--- config.mk ---
export PLATFORM = sky130hd
export DESIGN_NAME = tpx3_tx_core_flat
export DESIGN_NICKNAME = d
export VERILOG_FILES = /design/src/rtl/tpx3_tx_core_if.sv /design/src/rtl/tpx3_tx_core.sv /design/src/flat_wrapper.sv
export SDC_FILE = /design/constraint.sdc
export NUM_CORES = 1
export LEC_CHECK = 0
export CAP_MARGIN = 10
export CORE_MARGIN = 10
export CORE_UTILIZATION = 44
export CTS_BUF_LIST = sky130_fd_sc_hd__clkbuf_2
export CTS_CLUSTER_DIAMETER = 30
export DETAILED_ROUTE_END_ITERATION = 7
export HOLD_SLACK_MARGIN = 0.1
export PLACE_DENSITY = 0.66
export SYNTH_ARGS = -nofsm -noshare
export SYNTH_HDL_FRONTEND = slang
export SYNTH_SLANG_ARGS = --single-unit
--- constraint.sdc ---
create_clock -name BUS_CLK -period 15.86 [get_ports BUS_CLK]
set_clock_uncertainty 0.2 [all_clocks]
set_input_delay 2.379 -clock BUS_CLK [delete_from_list [all_inputs] [get_ports BUS_CLK]]
set_output_delay 2.379 -clock BUS_CLK [all_outputs]
set_load 0.02 [all_outputs]
--- src/rtl/tpx3_tx_core_if.sv ---
`default_nettype none
// ============================================================================
//  Module   : tpx3_tx_core_if
//  Purpose  : First-word-fall-through FIFO read port between a word source
//             and the tpx3_tx_core serial transmitter.
//  Signals  : FIFO_EMPTY  source FIFO empty
//             FIFO_DATA   head word, valid while FIFO_EMPTY = 0
//             FIFO_READ   one-cycle pop strobe from the transmitter
//  Modports : master - FIFO / word source side
//             slave  - transmitter side
//  Revision : 1.0  initial release
// ============================================================================
interface tpx3_tx_core_if;
    logic        FIFO_EMPTY;
    logic [31:0] FIFO_DATA;
    logic        FIFO_READ;

    modport master (
        output FIFO_EMPTY,
        output FIFO_DATA,
        input  FIFO_READ
    );

    modport slave (
        input  FIFO_EMPTY,
        input  FIFO_DATA,
        output FIFO_READ
    );
endinterface
`default_nettype wire

--- src/rtl/tpx3_tx_core.sv ---
`default_nettype none
// ============================================================================
//  Module   : tpx3_tx_core
//  Purpose  : 8b10b serial transmitter. Pops 32-bit words from an FWFT FIFO,
//             sends each as four data symbols (byte 3 first) and fills idle
//             time with K28.5 commas. One line bit per BUS_CLK.
//  Ports    : BUS_CLK   sole clock, rising edge
//             BUS_RST   asynchronous active-high reset
//             ENABLE    transmitter enable (level)
//             fifo      FIFO read port (slave modport)
//             TX_DATA   serial line, bit 'a' of each symbol first
//             TX_READY  high once the sync comma train is complete
//             TX_BUSY   high while a data word is on the line
//             WORD_CNT  words popped, wraps modulo 2^CNT_WIDTH
//  Revision : 1.0  initial release
// ============================================================================
module tpx3_tx_core #(
    parameter int SYNC_COMMAS = 16,
    parameter int CNT_WIDTH   = 16
) (
    input  wire                  BUS_CLK,
    input  wire                  BUS_RST,
    input  wire                  ENABLE,
    tpx3_tx_core_if.slave        fifo,
    output logic                 TX_DATA,
    output logic                 TX_READY,
    output logic                 TX_BUSY,
    output logic [CNT_WIDTH-1:0] WORD_CNT
);

    typedef enum logic [1:0] {
        S_DISABLED = 2'd0,
        S_SYNC     = 2'd1,
        S_RUN      = 2'd2
    } state_t;

    localparam logic [9:0] C_K285_NEG = 10'b0011111010;
    localparam logic [9:0] C_K285_POS = 10'b1100000101;
    localparam logic [7:0] C_SYNC     = 8'(SYNC_COMMAS);

    // Symbol code layout is {a,b,c,d,e,i,f,g,h,j}; rd = 1 means RD+.
    // Returns {rd_after, code}.
    function automatic logic [10:0] f_enc(input logic [7:0] d, input logic rd);
        logic [5:0] c6;
        logic [3:0] c4;
        logic       rd6;
        logic       rd4;
        logic       a7;
        logic [4:0] x;
        logic [2:0] y;
        x = d[4:0];
        y = d[7:5];
        // 5b/6b, RD- column
        case (x)
            5'd0:  c6 = 6'b100111;  5'd1:  c6 = 6'b011101;
            5'd2:  c6 = 6'b101101;  5'd3:  c6 = 6'b110001;
            5'd4:  c6 = 6'b110101;  5'd5:  c6 = 6'b101001;
            5'd6:  c6 = 6'b011001;  5'd7:  c6 = 6'b111000;
            5'd8:  c6 = 6'b111001;  5'd9:  c6 = 6'b100101;
            5'd10: c6 = 6'b010101;  5'd11: c6 = 6'b110100;
            5'd12: c6 = 6'b001101;  5'd13: c6 = 6'b101100;
            5'd14: c6 = 6'b011100;  5'd15: c6 = 6'b010111;
            5'd16: c6 = 6'b011011;  5'd17: c6 = 6'b100011;
            5'd18: c6 = 6'b010011;  5'd19: c6 = 6'b110010;
            5'd20: c6 = 6'b001011;  5'd21: c6 = 6'b101010;
            5'd22: c6 = 6'b011010;  5'd23: c6 = 6'b111010;
            5'd24: c6 = 6'b110011;  5'd25: c6 = 6'b100110;
            5'd26: c6 = 6'b010110;  5'd27: c6 = 6'b110110;
            5'd28: c6 = 6'b001110;  5'd29: c6 = 6'b101110;
            5'd30: c6 = 6'b011110;  default: c6 = 6'b101011;
        endcase
        // RD+ form is the complement for unbalanced codes and for D.07
        if (rd && (($countones(c6) != 3) || (x == 5'd7))) begin
            c6 = ~c6;
        end
        rd6 = ($countones(c6) != 3) ? ~rd : rd;

        // A7 replaces P7 where P7 would create a run of five equal bits
        a7 = (!rd6 && ((x == 5'd17) || (x == 5'd18) || (x == 5'd20))) ||
             ( rd6 && ((x == 5'd11) || (x == 5'd13) || (x == 5'd14)));
        case (y)
            3'd0:    c4 = 4'b1011;
            3'd1:    c4 = 4'b1001;
            3'd2:    c4 = 4'b0101;
            3'd3:    c4 = 4'b1100;
            3'd4:    c4 = 4'b1101;
            3'd5:    c4 = 4'b1010;
            3'd6:    c4 = 4'b0110;
            default: c4 = a7 ? 4'b0111 : 4'b1110;
        endcase
        if (rd6 && (($countones(c4) != 2) || (y == 3'd3))) begin
            c4 = ~c4;
        end
        rd4 = ($countones(c4) != 2) ? ~rd6 : rd6;
        return {rd4, c6, c4};
    endfunction

    state_t                 r_state;
    logic [9:0]             r_shreg;
    logic [3:0]             r_bit_cnt;
    logic                   r_rd;
    logic [7:0]             r_comma_cnt;
    logic [1:0]             r_bytes_left;
    logic [23:0]            r_word;       // byte 3 goes out at the pop, so only 2..0 are kept
    logic                   r_busy;
    logic [CNT_WIDTH-1:0]   r_word_cnt;

    state_t                 w_state_nxt;
    logic [9:0]             w_shreg_nxt;
    logic [3:0]             w_cnt_nxt;
    logic                   w_rd_nxt;
    logic [7:0]             w_comma_nxt;
    logic [1:0]             w_left_nxt;
    logic [23:0]            w_word_nxt;
    logic                   w_busy_nxt;
    logic [CNT_WIDTH-1:0]   w_wcnt_nxt;
    logic                   w_fifo_read;
    logic                   w_boundary;
    logic                   w_run_rules;
    logic                   w_go_idle;
    logic                   w_load_k;
    logic                   w_load_d;
    logic [7:0]             w_byte;
    logic [10:0]            w_enc;

    assign w_boundary = (r_bit_cnt == 4'd9);

    always_comb begin
        w_state_nxt = r_state;
        w_shreg_nxt = {r_shreg[8:0], 1'b0};
        w_cnt_nxt   = r_bit_cnt + 4'd1;
        w_rd_nxt    = r_rd;
        w_comma_nxt = r_comma_cnt;
        w_left_nxt  = r_bytes_left;
        w_word_nxt  = r_word;
        w_busy_nxt  = r_busy;
        w_wcnt_nxt  = r_word_cnt;
        w_fifo_read = 1'b0;
        w_run_rules = 1'b0;
        w_go_idle   = 1'b0;
        w_load_k    = 1'b0;
        w_load_d    = 1'b0;
        w_byte      = 8'h00;

        case (r_state)
            S_DISABLED: begin
                if (ENABLE) begin
                    w_load_k    = 1'b1;
                    w_comma_nxt = 8'd1;
                    w_state_nxt = S_SYNC;
                end else begin
                    w_go_idle = 1'b1;
                end
            end
            S_SYNC: begin
                if (w_boundary) begin
                    if (!ENABLE) begin
                        w_go_idle = 1'b1;
                    end else if (r_comma_cnt >= C_SYNC) begin
                        // The last sync comma finishes here: this boundary already belongs to RUN
                        w_state_nxt = S_RUN;
                        w_run_rules = 1'b1;
                    end else begin
                        w_load_k    = 1'b1;
                        w_comma_nxt = (r_comma_cnt == 8'hFF) ? r_comma_cnt : r_comma_cnt + 8'd1;
                    end
                end
            end
            S_RUN: begin
                if (w_boundary) begin
                    w_run_rules = 1'b1;
                end
            end
            default: begin
                w_go_idle = 1'b1;
            end
        endcase

        if (w_run_rules) begin
            if (r_bytes_left != 2'd0) begin
                // Remainder of the latched word goes out even if ENABLE has dropped
                w_load_d   = 1'b1;
                w_left_nxt = r_bytes_left - 2'd1;
                case (r_bytes_left)
                    2'd3:    w_byte = r_word[23:16];
                    2'd2:    w_byte = r_word[15:8];
                    default: w_byte = r_word[7:0];
                endcase
            end else if (ENABLE && !fifo.FIFO_EMPTY) begin
                w_fifo_read = 1'b1;
                w_word_nxt  = fifo.FIFO_DATA[23:0];
                w_byte      = fifo.FIFO_DATA[31:24];
                w_load_d    = 1'b1;
                w_left_nxt  = 2'd3;
                w_busy_nxt  = 1'b1;
                w_wcnt_nxt  = r_word_cnt + CNT_WIDTH'(1);
            end else if (ENABLE) begin
                w_load_k   = 1'b1;
                w_busy_nxt = 1'b0;
            end else begin
                w_go_idle = 1'b1;
            end
        end

        w_enc = f_enc(w_byte, r_rd);

        if (w_go_idle) begin
            w_state_nxt = S_DISABLED;
            w_shreg_nxt = 10'd0;
            w_cnt_nxt   = 4'd0;
            w_rd_nxt    = 1'b0;
            w_comma_nxt = 8'd0;
            w_busy_nxt  = 1'b0;
        end else if (w_load_k) begin
            w_shreg_nxt = r_rd ? C_K285_POS : C_K285_NEG;
            w_rd_nxt    = ~r_rd;
            w_cnt_nxt   = 4'd0;
        end else if (w_load_d) begin
            w_shreg_nxt = w_enc[9:0];
            w_rd_nxt    = w_enc[10];
            w_cnt_nxt   = 4'd0;
        end
    end

    always_ff @(posedge BUS_CLK or posedge BUS_RST) begin
        if (BUS_RST) begin
            r_state      <= S_DISABLED;
            r_shreg      <= 10'd0;
            r_bit_cnt    <= 4'd0;
            r_rd         <= 1'b0;
            r_comma_cnt  <= 8'd0;
            r_bytes_left <= 2'd0;
            r_word       <= 24'd0;
            r_busy       <= 1'b0;
            r_word_cnt   <= '0;
        end else begin
            r_state      <= w_state_nxt;
            r_shreg      <= w_shreg_nxt;
            r_bit_cnt    <= w_cnt_nxt;
            r_rd         <= w_rd_nxt;
            r_comma_cnt  <= w_comma_nxt;
            r_bytes_left <= w_left_nxt;
            r_word       <= w_word_nxt;
            r_busy       <= w_busy_nxt;
            r_word_cnt   <= w_wcnt_nxt;
        end
    end

    assign fifo.FIFO_READ = w_fifo_read;
    assign TX_DATA        = r_shreg[9];
    assign TX_READY       = (r_state == S_RUN);
    assign TX_BUSY        = r_busy;
    assign WORD_CNT       = r_word_cnt;

endmodule
`default_nettype wire

--- src/flat_wrapper.sv ---
// flat-port wrapper written by rule: the top's interface ports become plain ports
module tpx3_tx_core_flat 
#(
    parameter int SYNC_COMMAS = 16,
    parameter int CNT_WIDTH   = 16
)
  (BUS_CLK, BUS_RST, ENABLE, TX_DATA, TX_READY, TX_BUSY, WORD_CNT, fifo_FIFO_EMPTY, fifo_FIFO_DATA, fifo_FIFO_READ);
  tpx3_tx_core_if fifo_i ();
  input  wire BUS_CLK;
  input  wire BUS_RST;
  input  wire ENABLE;
  output logic TX_DATA;
  output logic TX_READY;
  output logic TX_BUSY;
  output logic [CNT_WIDTH-1:0] WORD_CNT;
  input wire logic [$bits(fifo_i.FIFO_EMPTY)-1:0] fifo_FIFO_EMPTY;
  input wire logic [$bits(fifo_i.FIFO_DATA)-1:0] fifo_FIFO_DATA;
  output wire logic [$bits(fifo_i.FIFO_READ)-1:0] fifo_FIFO_READ;
  assign fifo_i.FIFO_EMPTY = fifo_FIFO_EMPTY;
  assign fifo_i.FIFO_DATA = fifo_FIFO_DATA;
  assign fifo_FIFO_READ = fifo_i.FIFO_READ;
  tpx3_tx_core #(.SYNC_COMMAS(SYNC_COMMAS), .CNT_WIDTH(CNT_WIDTH)) u_core (.BUS_CLK(BUS_CLK), .BUS_RST(BUS_RST), .ENABLE(ENABLE), .fifo(fifo_i), .TX_DATA(TX_DATA), .TX_READY(TX_READY), .TX_BUSY(TX_BUSY), .WORD_CNT(WORD_CNT));
endmodule
==> impl_metrics.csv, run 1 <==
group,metric,value,unit
run_status,status,"finished clean",
yosys,synthArstFlopShare,100,%
cells_and_area,nets,562,
timing,whs,291,ps
drt,wl_met3,530,um
drt,wl_met1,4660,um
floorplan,std_cell_rows,36,
yosys,ys.flop_type,"dfrtp_1",
yosys,synthXorXnorAreaFrac,4.72,%
worst_setup_path,crit_slowest_cell,"clkdlybuf4s50_1",
clock_network,post-cts-setup-buffer-count,0,
drt,topRoutingLayerUsed,"met4",
floorplan,die_x,121,um
power_and_ir_drop,powerDensity,82.2,mW/mm^2
worst_setup_path,cpMostUsedCell,"ha_1",
timing,tightest_slew,854,ps
worst_setup_path,crit_path_start_kind,"input port",
worst_setup_path,crit_path_end_kind,"flop",
clock_network,clkTransAtPathRegs,190,ps
clock_network,cts.sinks,68,
yosys,synth_mux_area_share,7.92,%
yosys,synth.area.top_cells,"dfrtp_1 (38%), ha_1 (7.9%), mux2_2 (6.6%), xnor2_1 (3.1%), nand2_1 (2.8%)",
worst_setup_path,crit_start,"ENABLE",
timing,setup-tns-final,0,ps
timing,hold_violations,0,
clock_network,cts_hold_buf,0,
yosys,synthAdderAreaFrac,10.1,%
cells_and_area,utilization,53.5,%
drt,drc,0,
grt,grt_pass1_wl,17800,um
yosys,syn-cell-area,0.00445,mm^2
worst_setup_path,slowest_delay,660,ps
yosys,synth_top_family_by_area,"compound AO/OA/AOI/OAI gates",
grt,grt_max_degree,69,
worst_setup_path,arrival,13330,ps
cells_and_area,areaGrowthSynthToFinish,17.9,%
grt,antenna_found_initial,0,
timing,max_freq,75.9,MHz
clock_network,cts_tree,"yes",
yosys,yosys_warnings,0,
worst_setup_path,critical_path_class,"in -> reg",
placement,routabilityCongestion,0.928,
drt,routedWlPerCell,16.6,um
worst_setup_path,cp-endpoint,"u_core.r_rd",
floorplan,dieArea,0.0145,mm^2
clock_network,cts_resized,0,
grt,grt_use_total,14.8,%
worst_setup_path,r2r-end,"u_core.r_rd",
yosys,synth_top_area_share,38.2,%
cells_and_area,fillers,928,
yosys,syn_area_per_cell,10.1,um^2
yosys,synth_compound_area_share,18.2,%
yosys,synth_cells,441,
yosys,synth_top_area_cell,"dfrtp_1",
grt,grt_pass1_vias,3638,
yosys,synth-seq-cells,68,
cells_and_area,diodes,0,
drt,drtAntennaViolNets,0,
power_and_ir_drop,leakage,2.25,nW
clock_network,numCtsBuffers,9,
drt,firstDrtPassIters,4,
yosys,synth_edf_count,0,
grt,grt_overflow,0,
clock_network,ctsHtreeMaxLevel,3,
timing,slew_headroom,42.9,%
placement,dp.final_hpwl,7920,um
drt,vias,3597,
floorplan,initial_core_util,45.4,%
floorplan,die-height,121,um
placement,pre_cts_slack,2240,ps
timing,grt_setup_unrepaired,"no",
power_and_ir_drop,p_total,432,uW
drt,routed-wl-met2,5140,um
floorplan,core_area,0.00982,mm^2
timing,drv_slew,0,
timing,post-route-period-util,83.0,%
worst_setup_path,reg2reg_from,"u_core.r_bytes_left[0]",
timing,final.setup.worst_slack,2690,ps
worst_setup_path,critPathRequiredTime,16030,ps
min_path,hold_class,"reg -> reg",
cells_and_area,drive_gt1_share,14.7,%
worst_setup_path,crit_fanout,12,
placement,numPortBuffers,55,
worst_setup_path,ff2ff_path_depth,39,
yosys,synth-simple-area-share,17.8,%
timing,setup_viol,0,
drt,finalWirelength,10500,um
drt,drtIter0Drc,207,
yosys,seq_area_frac_synth,38.2,%
power_and_ir_drop,worst_ir_drop_vdd,0.0454,mV
clock_network,clockBufferDepth,2,
clock_network,root_buffer,"clkbuf_2",
yosys,yosysUniqueCellTypes,81,
min_path,worstHoldPathCells,1,
clock_network,clock_latency,500,ps
floorplan,num_io_pins,56,
timing,period_minus_slack,13170,ps
worst_setup_path,reg2reg_slack,4010,ps
run,cap_violations,0,
yosys,synth_fp_nets,510,
drt,viasPerCell,5.70,
-- cell usage in the layout, fill, tap and decap left out, types with 3 or more instances in the layout --
master	netlist	routed
a21o_1	7	7
a21oi_1	18	18
a221oi_1	4	4
a22oi_1	4	4
a31oi_1	11	11
and2_1	8	8
and3_1	5	5
buf_4	1	3
clkbuf_2	0	9
clkdlybuf4s50_1	0	55
dfrtp_1	68	68
fa_1	5	5
ha_1	28	28
inv_1	16	15
mux2_2	26	26
mux2i_1	6	6
nand2_1	33	33
nand2b_1	6	6
nand3_1	14	14
nand4_1	8	8
nand4b_1	3	3
nor2_1	29	29
nor3_1	7	7
nor3b_1	5	5
o211ai_1	3	3
o21ai_0	17	17
or2_2	3	3
or3_1	3	3
or3b_1	3	3
xnor2_1	16	16
xor2_1	8	8
-- worst max-delay path, delay by kind of cell --
kind	cells	cell delay (ps)
and+or+nand+nor	14	3570
adders and majority gates	10	3610
xor gates and xnor gates	2	450
AOI/OAI and AO/OA	10	2580
buffers and inverters	2	720
-- metal layers --
metal	track usage (%)	up-vias
met1	18.1	1785
met3	4.19	11
met2	24.5	70
met4	4.98	0
li1	-	1731
met5	0	-
-- worst min-delay path by stage --
stage / start / to / slack (ps)
after floorplan: u_core.r_bit_cnt[0] / u_core.r_bit_cnt[0] / 260
after global placement: u_core.WORD_CNT[15] / u_core.WORD_CNT[15] / 270
after detailed placement: u_core.WORD_CNT[15] / u_core.WORD_CNT[15] / 260
after CTS: u_core.WORD_CNT[15] / u_core.WORD_CNT[15] / 300
after global routing: u_core.WORD_CNT[9] / u_core.WORD_CNT[9] / 330
final: u_core.WORD_CNT[15] / u_core.WORD_CNT[15] / 290
-- synthesized netlist by cell type (2+ instances only) --
cell type,instances
o21a_1,2
a21o_1,7
inv_1,16
a21oi_2,2
o311a_1,2
nand4b_1,3
a31o_2,2
or2_2,3
or3b_1,3
and4b_1,2
and2_1,8
a22oi_1,4
nand3_1,14
xnor2_1,16
dfrtp_1,68
nor2b_1,2
nand4_1,8
a31oi_1,11
buf_2,7
nand2b_1,6
nor3_1,7
nor2_1,29
mux2i_1,6
nor3b_1,5
and4_1,2
nor2_2,2
clkbuf_1,7
a21boi_0,2
mux2_2,26
fa_1,5
or3_1,3
nand2_1,33
and3_1,5
ha_1,28
xor2_1,8
buf_1,2
o21bai_1,2
a221oi_1,4
o21ai_0,17
a21oi_1,18
o21ai_2,2
o211ai_1,3
-- through the flow --
step	std cells	instance area, um^2
CTS	631	5250
finish	631	5250
global placement	615	5120
detailed placement	615	5120
global route	631	5250
floorplan	441	4450
-- registers in the layout, indices dropped and copies added, names as in the netlist --
signal               count
u_core.r_state           2
u_core.r_comma_cnt       8
u_core.r_bit_cnt         4
u_core.TX_BUSY           1
u_core.r_rd              1
u_core.WORD_CNT         16
u_core.r_bytes_left      2
u_core.r_shreg          10
u_core.r_word           24
-- cell families after synthesis --
family	Yosys count
DFF	68
muxes	32
AOI/OAI and AO/OA	106
buffers and inverters	33
xor gates and xnor gates	24
adders and majority gates	33
and+or+nand+nor	145
-- area by class of cell --
type	instances	area, um^2	area share [%]
well taps	133	166	3.17
repair buffers	58	573	10.9
inverters	16	60.1	1.14
multi-input cells	340	2620	49.8
clock buffers	9	45.0	0.858
clock inverters	7	90.1	1.72
flip-flops and latches	68	1700	32.4
-- where the power goes --
| group | switching [mW] | internal, mW |
|---|---|---|
| Combinational | 0.0630 | 0.0469 |
| Sequential | 0.0124 | 0.192 |
| Clock | 0.0656 | 0.0518 |
Power figures use the tool's default switching activity.
==> inputs of run 2 (changes only) <==
- PLACE_DENSITY: 0.66 -> 0.68
- clock period: 15.86 -> 10.7 ns (I/O delays scaled with it)
==> impl_metrics.csv, run 2 (same netlist as run 1, synthesis figures left out) <==
group,metric,value,unit
run_status,status,"finished clean",
cells_and_area,layout_common_cells,"dfrtp_1 (68), clkdlybuf4s50_1 (55), buf_4 (53)",
timing,hold_violations,0,
worst_setup_path,critPathRequiredTime,10910,ps
floorplan,initial_core_util,45.4,%
clock_network,numCtsBuffers,9,
timing,slew_headroom,36.9,%
timing,setup-tns-final,0,ps
clock_network,cts_hold_buf,0,
clock_network,clock_latency,560,ps
power_and_ir_drop,powerDensity,117,mW/mm^2
run,cap_violations,0,
cells_and_area,regMostFlops,"u_core.r_word",
min_path,worstHoldPathCells,1,
timing,tightest_slew,945,ps
worst_setup_path,crit_path_end_kind,"flop",
floorplan,std_cell_rows,36,
worst_setup_path,worstPathBufferInverterCount,3,
floorplan,num_io_pins,56,
grt,grt_overflow,0,
timing,setup_viol,0,
power_and_ir_drop,p_total,684,uW
timing,drv_slew,0,
timing,max_freq,96.4,MHz
worst_setup_path,reg2reg_from,"u_core.r_bytes_left[0]",
grt,antenna_found_initial,0,
floorplan,die_x,121,um
cells_and_area,layout_commonest_cell,"dfrtp_1",
worst_setup_path,crit_slowest_cell,"or4bb_4",
cells_and_area,drive_gt1_share,27.1,%
cells_and_area,instances_no_fill,682,
cells_and_area,nets,613,
min_path,hold_class,"reg -> reg",
clock_network,root_buffer,"clkbuf_2",
drt,routedWlPerCell,17.4,um
grt,grt_use_total,16.6,%
drt,vias,3797,
cells_and_area,largest_reg_flops,24,
min_path,holdPathEnd,"u_core.WORD_CNT[15]",
worst_setup_path,r2r-end,"u_core.r_rd",
placement,dp.final_hpwl,8950,um
placement,placed_cells,661,
clock_network,cts.sinks,68,
drt,drtAntennaViolNets,0,
worst_setup_path,slowest_delay,540,ps
clock_network,clkTransAtPathRegs,220,ps
min_path,hp-start,"u_core.WORD_CNT[15]",
clock_network,clockBufferDepth,2,
grt,grt_max_degree,43,
timing,post-route-period-util,96.9,%
drt,drc,0,
worst_setup_path,critical_path_class,"in -> reg",
worst_setup_path,cp_top_family,"adder cells",
grt,grt_pass1_vias,3953,
worst_setup_path,crit_path_start_kind,"input port",
clock_network,ctsHtreeMaxLevel,3,
placement,routabilityCongestion,0.921,
worst_setup_path,cpMostUsedCell,"fa_1",
floorplan,dieArea,0.0145,mm^2
floorplan,core_area,0.00982,mm^2
worst_setup_path,arrival,10580,ps
power_and_ir_drop,worst_ir_drop_vdd,0.107,mV
worst_setup_path,ff2ff_path_depth,41,
cells_and_area,diodes,0,
placement,numPortBuffers,55,
drt,drtIter0Drc,190,
floorplan,die-height,121,um
drt,firstDrtPassIters,4,
drt,viasPerCell,5.57,
grt,grt_pass1_wl,19800,um
cells_and_area,areaGrowthSynthToFinish,30.7,%
worst_setup_path,crit_fanout,8,
worst_setup_path,reg2reg_slack,640,ps
power_and_ir_drop,leakage,2.52,nW
timing,period_minus_slack,10370,ps
drt,finalWirelength,11800,um
clock_network,cts_tree,"yes",
run 2: metrics by stage:
stage | instance area (um^2) | hold WS (ps) | util [%] | setup WS, ps
floorplan | 4510 | 259 | - | 24.8
global placement | 5520 | 264 | 56.2 | -35.0
detailed placement | 5520 | 275 | 56.2 | -420
CTS | 5660 | 307 | 57.7 | 175
global route | 5820 | 330 | 59.3 | -24.3
finish | 5820 | 299 | 59.3 | 330
run 2: worst register-to-register path: cells and delay by family, from the launching register on:
| kind | cells | cell delay, ps |
|---|---|---|
| AO/OA/AOI/OAI | 11 | 2080 |
| XOR/XNOR | 2 | 280 |
| adder cells (fa/ha/maj) | 11 | 3540 |
| buffers and inverters | 4 | 510 |
| flip-flops | 1 | 430 |
| AND/OR/NAND/NOR | 13 | 2890 |
run 2: worst max-delay path by stage:
stage,from,endpoint,slack [ps],depth (start not counted)
floorplan,ENABLE,u_core.r_rd,20,39
global placement,fifo_FIFO_EMPTY,u_core.r_rd,-30,39
detailed placement,ENABLE,u_core.r_rd,-420,38
CTS,ENABLE,u_core.r_rd,170,38
global route,fifo_FIFO_EMPTY,u_core.r_rd,-20,41
finish,ENABLE,u_core.r_rd,330,39
run 2: area by class of cell:
class / instances / area (um^2)
Clock buffer: 9 / 45.0
Clock inverter: 7 / 98.8
Fill cell: 862 / 4000
Inverter: 16 / 60.1
Multi-Input combinational cell: 340 / 2790
Sequential cell: 68 / 1700
Tap cell: 133 / 166
Timing Repair Buffer: 109 / 960
run 2: report_power, final:
group / switching, mW / internal, mW / total, mW
Combinational: 0.101 / 0.0879 / 0.189
Sequential: 0.0205 / 0.285 / 0.305
Clock: 0.110 / 0.0791 / 0.190
Total: 0.232 / 0.452 / 0.684
run 2: timing repair:
| action | CTS | global route |
|---|---|---|
| hold endpoints to repair | 0 | 0 |
| setup endpoints to repair | 0 | 1 |
| resized for setup | 0 | 25 |
| buffers inserted | 0 | 5 |
run 2: layer usage:
layer  up-vias  GRT usage (%)  wire length (um)
met3        13           4.37               684
met1      1873           21.3              5420
met4         0           4.90               180
met5         -              0                 0
met2        85           26.7              5570
li1       1826              -                 -
